[config.mk]
export PLATFORM = sky130hd
export DESIGN_NAME = pwm_multi
export DESIGN_NICKNAME = d
export VERILOG_FILES = /design/src/rtl/pwm_multi.sv
export SDC_FILE = /design/constraint.sdc
export NUM_CORES = 1
export LEC_CHECK = 0
export BUFFER_PORTS_ARGS = -buffer_cell sky130_fd_sc_hd__buf_4
export CAP_MARGIN = 30
export CORE_ASPECT_RATIO = 0.7
export CORE_MARGIN = 2
export CORE_UTILIZATION = 55
export DETAILED_ROUTE_END_ITERATION = 10
export PLACE_DENSITY = 0.73
export SKIP_LAST_GASP = 1
export SLEW_MARGIN = 10
export SYNTH_ARGS = -nofsm -noshare
export SYNTH_HDL_FRONTEND = slang
export SYNTH_SLANG_ARGS = --single-unit
[constraint.sdc]
create_clock -name clk -period 8.6 [get_ports clk]
set_input_delay 0.86 -clock clk [delete_from_list [all_inputs] [get_ports clk]]
set_output_delay 0.86 -clock clk [all_outputs]
set_load 0.05 [all_outputs]
[src/rtl/pwm_multi.sv]
// rtl/pwm_multi.sv - multi-channel double-buffered PWM generator
//
// Purpose: CH PWM channels sharing one N-bit counter with a runtime period,
// edge- or centre-aligned counting, and duty registers that are written into
// a shadow copy and only become active at a period boundary (cnt==0).
//
// Ports:
//   clk          system clock, rising edge
//   reset        synchronous reset, active-high
//   enable       1 = run, 0 = counter held at 0 and outputs low
//   center       0 = edge-aligned, 1 = centre-aligned (taken at boundary)
//   period       period value P (taken at boundary)
//   wr_en        duty shadow write strobe
//   wr_addr      channel index for the write (indices >= CH ignored)
//   wr_data      duty value
//   pwm_out      registered PWM outputs, bit i = channel i
//   cycle_start  registered one-clock pulse at the start of each period
module pwm_multi #(
  parameter int N  = 8,
  parameter int CH = 4,
  parameter int AW = 2
) (
  input  logic          clk,
  input  logic          reset,
  input  logic          enable,
  input  logic          center,
  input  logic [N-1:0]  period,
  input  logic          wr_en,
  input  logic [AW-1:0] wr_addr,
  input  logic [N-1:0]  wr_data,
  output logic [CH-1:0] pwm_out,
  output logic          cycle_start
);

  logic [N-1:0]  cnt_q, cnt_d;
  logic          dir_down_q, dir_down_d;
  logic [N-1:0]  period_act_q;
  logic          center_act_q;
  logic [N-1:0]  duty_shadow_q [CH];
  logic [N-1:0]  duty_act_q    [CH];
  logic [CH-1:0] pwm_q, pwm_d;
  logic          cs_q, cs_d;

  logic          boundary;
  logic [N-1:0]  period_eff;
  logic          center_eff;
  logic          down_eff;

  // In a boundary cycle the freshly sampled settings are used directly, so
  // the first count and compares of a new period already see them.
  always_comb begin
    boundary   = enable && (cnt_q == '0);
    period_eff = boundary ? period : period_act_q;
    center_eff = boundary ? center : center_act_q;
    down_eff   = boundary ? 1'b0 : dir_down_q;

    cnt_d      = '0;
    dir_down_d = 1'b0;
    pwm_d      = '0;
    cs_d       = 1'b0;

    if (enable) begin
      cs_d = boundary;
      for (int i = 0; i < CH; i++) begin
        pwm_d[i] = cnt_q < (boundary ? duty_shadow_q[i] : duty_act_q[i]);
      end

      if (!center_eff) begin
        // Edge-aligned: 0..P then wrap.
        cnt_d = (cnt_q >= period_eff) ? '0 : cnt_q + 1'b1;
      end else if (period_eff == '0) begin
        cnt_d = '0;
      end else if (!down_eff) begin
        // Centre-aligned rising half; turn around at P.
        if (cnt_q >= period_eff) begin
          dir_down_d = 1'b1;
          cnt_d      = cnt_q - 1'b1;
        end else begin
          cnt_d      = cnt_q + 1'b1;
        end
      end else begin
        // Falling half; direction returns to up as the count reaches 0.
        dir_down_d = (cnt_q > 1);
        cnt_d      = cnt_q - 1'b1;
      end
    end
  end

  always_ff @(posedge clk) begin
    if (reset) begin
      cnt_q        <= '0;
      dir_down_q   <= 1'b0;
      period_act_q <= '0;
      center_act_q <= 1'b0;
      pwm_q        <= '0;
      cs_q         <= 1'b0;
      for (int i = 0; i < CH; i++) begin
        duty_shadow_q[i] <= '0;
        duty_act_q[i]    <= '0;
      end
    end else begin
      cnt_q      <= cnt_d;
      dir_down_q <= dir_down_d;
      pwm_q      <= pwm_d;
      cs_q       <= cs_d;
      if (boundary) begin
        period_act_q <= period;
        center_act_q <= center;
        for (int i = 0; i < CH; i++) begin
          duty_act_q[i] <= duty_shadow_q[i];
        end
      end
      // Address match per channel; addresses with no channel match nothing.
      for (int i = 0; i < CH; i++) begin
        if (wr_en && (wr_addr == AW'(i))) begin
          duty_shadow_q[i] <= wr_data;
        end
      end
    end
  end

  assign pwm_out     = pwm_q;
  assign cycle_start = cs_q;

endmodule
After elaboration in Yosys (flattened, before gate mapping)

Memories as Yosys holds them, arrays and structs flattened.
Cells that the tools add are included.

Reductions and logical operators: 10
Eq/ne operators: 3
$lt $le $gt $ge: 6
Add/sub/neg operators: 2
Bitwise operators: 10
Mux-type cells: 39

Operator list:

| cell                | number |
|---|---|
| $mux 8              | 18 |
| $lt 8x8->1          | 4 |
| $mux 1              | 21 |
| $logic_not 8->1     | 2 |
| $add 8x1->8 const B | 1 |
| $ge 8x8->1          | 1 |
| $gt 8x1->1 const B  | 1 |
| $or 1x1->1          | 8 |
| $sub 8x1->8 const B | 1 |
| $logic_and 1x1->1   | 5 |
| $eq 2x2->1 const B  | 2 |
| $reduce_or 4->1     | 1 |
| $eq 2x1->1 const B  | 1 |
| $logic_not 2->1     | 1 |
| $not 1->1           | 2 |
| $reduce_or 2->1     | 1 |

Output and inout bits: 5
Memory bits (writable): 64
Memories kept: 2
Bits of input ports: 23
Register bits: 23
Word-level logic and storage cells: 78

Memory list:

| memory        | depth | width | read ports | clocked after memory_dff | wr ports | RTL line | RTL |
|---|---|---|---|---|---|---|---|
| duty_act_q    | 4     | 8     | 4          | 0                        | 4        | 40       | `logic [N-1:0] duty_act_q [CH];` |
| duty_shadow_q | 4     | 8     | 4          | 0                        | 4        | 39       | `logic [N-1:0] duty_shadow_q [CH];` |

Longest topological paths before layout

Depth in word-level cells: 8
Depth in mapped cells: 16
Depth with buffers taken out: 13

Worst setup path before layout

Ideal clock, no wire load.

Kind: register -> register
Start point: reg cnt_q[0]
End point: reg cnt_q[3]
Clock period less this slack: 3496 ps
Library setup time: 134 ps
Arrival: 3362 ps
Path buffers: 3
Required time: 8466 ps
Stages on the path, launching flop included: 16
Setup slack: 5104 ps
Path through: dfxtp_1 clkbuf_1 inv_1 ha_1 and3b_1 nand3_1 buf_2 mux2i_1 ha_1 a21oi_1 nand2_1 a211o_2 o311a_4 buf_6 a221oi_2 a31oi_1

Longest elaborated chain between the ends: 8
Elaborated cells on any way between the ends: 14
Those cells by class: add/sub: 2; order compare: 1; mux: 8; reduce/logical: 3

RTL lines:

| element                  | RTL line | RTL |
|---|---|---|
| start: declaration       | 35       | `logic [N-1:0] cnt_q, cnt_d;` |
| start signal: assignment | 102      | `cnt_q <= cnt_d;` |
| $logic_not 8->1          | 52       | `boundary = enable && (cnt_q == '0);` |
| $logic_and 1x1->1        | 52       |  |
| $mux 8                   | --       |  |
| $ge 8x8->1               | 70, 75   |  |
| $mux 8                   | 75       | `if (cnt_q >= period_eff) begin` |
| $mux 8                   | 73       | `end else if (!down_eff) begin` |
| $mux 8                   | 71       | `end else if (period_eff == '0) begin` |
| $mux 8 (*)               | 68       | `if (!center_eff) begin` |

Every way passes the cells marked *; elsewhere a longest branch is shown, timed or not.
A chain may end at the register's enable or synchronous reset.

Final worst setup path

Same ends and word-level chain as after synthesis.

==> parameters.txt <==
Parameter                              Value

Synth
  Synth cell types    57
  Number of enable-type register cells in the synthesized netlist    64
  Synthesized net count    just under 500
  Share of async-settable or async-resettable flops after synthesis    0%
  Cell accounting for the most synthesized area    sky130_fd_sc_hd__edfxtp_1
  Average size of a mapped cell    11.6 µm²
  Flip-flop cell with the highest count after synthesis    sky130_fd_sc_hd__edfxtp_1
  Seq/Total Area, Yosys    49.0%
  Netlist area before placement    slightly below 5000 µm²
  Area share of the largest cell type after synthesis    between 30% and 40%
  Flip-flop and latch count after synthesis    87
  Gate count of the mapped netlist    about 420
  Total of warnings raised by yosys    0
  Cell types with the largest area share after synthesis    sky130_fd_sc_hd__edfxtp_1 40%, sky130_fd_sc_hd__ha_1 10%, sky130_fd_sc_hd__dfxtp_1 9.5%

Pwr
  Sw frac    a little under 30%
  Combinational Power Share    a little under a quarter
  Power density of the placed cells    about 220 nW/µm²
  Leakage power summed over all cells    ~2.3 nW
  Power consumption    0.00118 W
  Worst-case vdd ir drop    approximately 0.17 mV
  Switching power    roughly 0.00035 W
  Flop pwr share    44.8%
  Power share of the clock group    a little under a third
  Internal power contribution    0.000828 W

Cells and area
  Core utilization of the finished layout    between 60 and 70%
  Final nets    between 500 and 600
  Seq. cell area    around 2400 µm²
  Number of diodes    0
  Fraction of layout cells with a size suffix above 1    13.3%
  Number of filler instances in the final layout    around 680
  Multi-input gate area    roughly 2400 µm²
  Signed area change from the synthesized netlist to the final layout    12.2%

Routing
  Via count    3,372
  Routed WL    between 10,000 and 15,000 µm
  Via density per instance    roughly 5.9
  Antenna-violating nets left    0
  Wire length per cell    between 15 and 20 µm
  Starting DRC count in detailed routing    ~250
  Drt pass-1 iters    6
  Residual DRC    0

Clocking
  TritonCTS Buffers    9
  Cts repair resizes    0
  Number of buffers added for setup after CTS    0
  Deepest level of the CTS H-tree    3
  Hold-fix buffers, CTS    0
  Root Buffer    sky130_fd_sc_hd__clkbuf_16
  Worst skew pair latency    about 0.34 ns
  Longest Clk Path Bufs    2
  TritonCTS clock tree    done
  Clock transition at the register clock pins on the worst setup and hold paths after CTS    0.06 ns
  CTS Sinks    87

Worst setup path
  Launch point of the worst reg-to-reg path    cnt_q[0]$_SDFF_PP0_
  Required time of the critical path    slightly below 9 ns
  Sort of element at the start of the critical path    flop
  Setup CP Type    flop to flop
  Logic depth of the worst register-to-register path    13
  Critical Path End Type    flop
  Maximum fanout along the worst path    22
  Data arrival time of the critical path    4.62 ns
  End of the worst register-to-register path    cnt_q[3]$_SDFF_PP0_
  R2R Setup Slk    4.16 ns

STA
  Final max-slew violation count    0
  Slew HR    ~38%
  Unrepaired setup endpoints after global routing    no
  Slew at the pin closest to its max-slew limit    0.934 ns
  Endpoints failing hold    0
  Number of endpoints failing setup at the final stage    0
  Post-layout minimum cycle time    4.44 ns
  Tcrit/Tclk final    between 50 and 60%
  Final TNS setup    0 ns
  Clock Skew    0.00662 ns
  Highest clock frequency the design can meet    ~230 MHz
  Worst path setup slack after routing    about 4.2 ns

Floorplanning
  Std cell rows    28
  Die span in y    about 83 µm
  Core Area    around 8500 µm²
  Initial core utilization    a little under three fifths
  Area of the die    roughly 9600 µm²
  Count of boundary I/O pins    28
  Die span in x    approximately 120 µm

Global routing
  Total Routing Usage GR    about a quarter
  Gr ovfl total    0
  Number of antenna violations at the first check in global routing    0
  Maximum number of pins on one net before global-route repair    33
  Via count of the first global-routing pass    between 3,000 and 4,000
  Global-route wire length before repair    17,000 µm

Placement
  GP Congestion    around 0.87
  Number of buffer cells added on primary ports    27
  Placed wire-length estimate    7450 µm
  Pre-CTS worst setup slack    ~4.3 ns

Outcome
  Outcome    finished clean

Hold path
  Path class of the lowest-slack min-delay path    flop to flop
  Hold Path Sink    period_act_q[1]$_SDFF_PP0_
  Worst Hold Depth    2
  Hold path startpoint    period_act_q[1]$_SDFF_PP0_

Job
  Max-capacitance violation count    0
[per-layer routing]
metal	vias to the layer above	track usage (%)	share of wire (%)
met5	-	0	0
met3	18	4.89	5.6
met2	97	36.7	44
li1	1613	-	-
met1	1644	35.0	49
met4	0	7.14	1.5
[sequential cells by signal, indices dropped and copies added (netlist names)]
signal	count
duty_act_q	32
pwm_out	4
cnt_q	8
dir_down_q	1
period_act_q	8
center_act_q	1
cycle_start	1
duty_shadow_q	32
[worst max-delay path, cell delays in order, from the launching register on]
cell and delay (ns):
sky130_fd_sc_hd__dfxtp_1 0.57, sky130_fd_sc_hd__inv_1 0.21, sky130_fd_sc_hd__ha_1 0.26, sky130_fd_sc_hd__and3b_1 0.20, sky130_fd_sc_hd__nand3_2 0.39, sky130_fd_sc_hd__buf_4 0.45
sky130_fd_sc_hd__mux2i_1 0.32, sky130_fd_sc_hd__ha_1 0.31, sky130_fd_sc_hd__a21oi_1 0.17, sky130_fd_sc_hd__nand2_1 0.07, sky130_fd_sc_hd__a211o_2 0.42, sky130_fd_sc_hd__o311a_4 0.47
sky130_fd_sc_hd__a221oi_1 0.29, sky130_fd_sc_hd__a31oi_1 0.14
[layout make-up]
class	instances	area share [%]
well taps	120	2.75
repair buffers	31	4.40
clock inverters	3	0.321
clock buffers	13	4.79
inverters	13	0.894
multi-input cells	304	43.2
flip-flops and latches	87	43.7
[cells in the mapped netlist, types with 8 or more instances]
cell,count
sky130_fd_sc_hd__o21bai_1,8
sky130_fd_sc_hd__mux2i_1,36
sky130_fd_sc_hd__nand3_1,10
sky130_fd_sc_hd__ha_1,39
sky130_fd_sc_hd__dfxtp_1,23
sky130_fd_sc_hd__and2_1,66
sky130_fd_sc_hd__a21oi_1,16
sky130_fd_sc_hd__nor2_1,16
sky130_fd_sc_hd__edfxtp_1,64
sky130_fd_sc_hd__nand2_1,21
sky130_fd_sc_hd__o21ai_0,9
sky130_fd_sc_hd__inv_1,13
[logic make-up after synthesis]
logic type	share of synthesized area [%]
fa+ha+maj	10.0
mux	7.64
buf+inv	2.91
xor+xnor	0.720
simple gates	19.4
compound gates	10.3
flops	49.0
[power groups by stage]
stage	combinational (W)	clock [W]	sequential [W]
4_1_cts	0.000281	0.000372	0.000527
2_1_floorplan	0.000201	0	0.000533
5_1_grt	0.000312	0.000388	0.000532
3_3_place_gp	0.000268	0	0.000533
6_report	0.000281	0.000368	0.000527
3_5_place_dp	0.000278	0	0.000536
[layout by cell type (no fill, tap or decap), types with 3 or more instances in the layout]
master	count
sky130_fd_sc_hd__nand4_1	7
sky130_fd_sc_hd__nand2b_1	4
sky130_fd_sc_hd__nand3_1	9
sky130_fd_sc_hd__mux2i_1	36
sky130_fd_sc_hd__o21ai_0	9
sky130_fd_sc_hd__xnor2_1	3
sky130_fd_sc_hd__a21oi_1	16
sky130_fd_sc_hd__ha_1	39
sky130_fd_sc_hd__nor2_1	16
sky130_fd_sc_hd__edfxtp_1	64
sky130_fd_sc_hd__o21bai_1	8
sky130_fd_sc_hd__and4_1	4
sky130_fd_sc_hd__nand2_1	21
sky130_fd_sc_hd__clkbuf_1	3
sky130_fd_sc_hd__o21a_1	5
sky130_fd_sc_hd__inv_1	13
sky130_fd_sc_hd__buf_4	30
sky130_fd_sc_hd__nor3_1	6
sky130_fd_sc_hd__a2111oi_0	5
sky130_fd_sc_hd__and2_1	66
sky130_fd_sc_hd__nor4_1	6
sky130_fd_sc_hd__nor2b_1	5
sky130_fd_sc_hd__dfxtp_1	23
sky130_fd_sc_hd__clkbuf_16	10
[worst max path at each step]
stage | startpoint | endpoint | cells after the start
final | cnt_q[0]$_SDFF_PP0_ | cnt_q[3]$_SDFF_PP0_ | 13
after global routing | cnt_q[0]$_SDFF_PP0_ | cnt_q[3]$_SDFF_PP0_ | 13
after CTS | cnt_q[0]$_SDFF_PP0_ | cnt_q[3]$_SDFF_PP0_ | 13
after detailed placement | cnt_q[1]$_SDFF_PP0_ | cnt_q[3]$_SDFF_PP0_ | 13
after global placement | cnt_q[0]$_SDFF_PP0_ | cnt_q[3]$_SDFF_PP0_ | 13
after floorplan | cnt_q[0]$_SDFF_PP0_ | cnt_q[3]$_SDFF_PP0_ | 15
[through the flow]
stage / std cells / hold slack (ns) / cell area, µm²
after CTS: 571 / 0.498 / 5460
after floorplan: 421 / 0.441 / 4860
after global placement: 554 / 0.494 / 5160
final: 571 / 0.508 / 5460
after global routing: 571 / 0.557 / 5460
after detailed placement: 555 / 0.488 / 5180
Note: power is estimated with default switching activity, not from simulation.
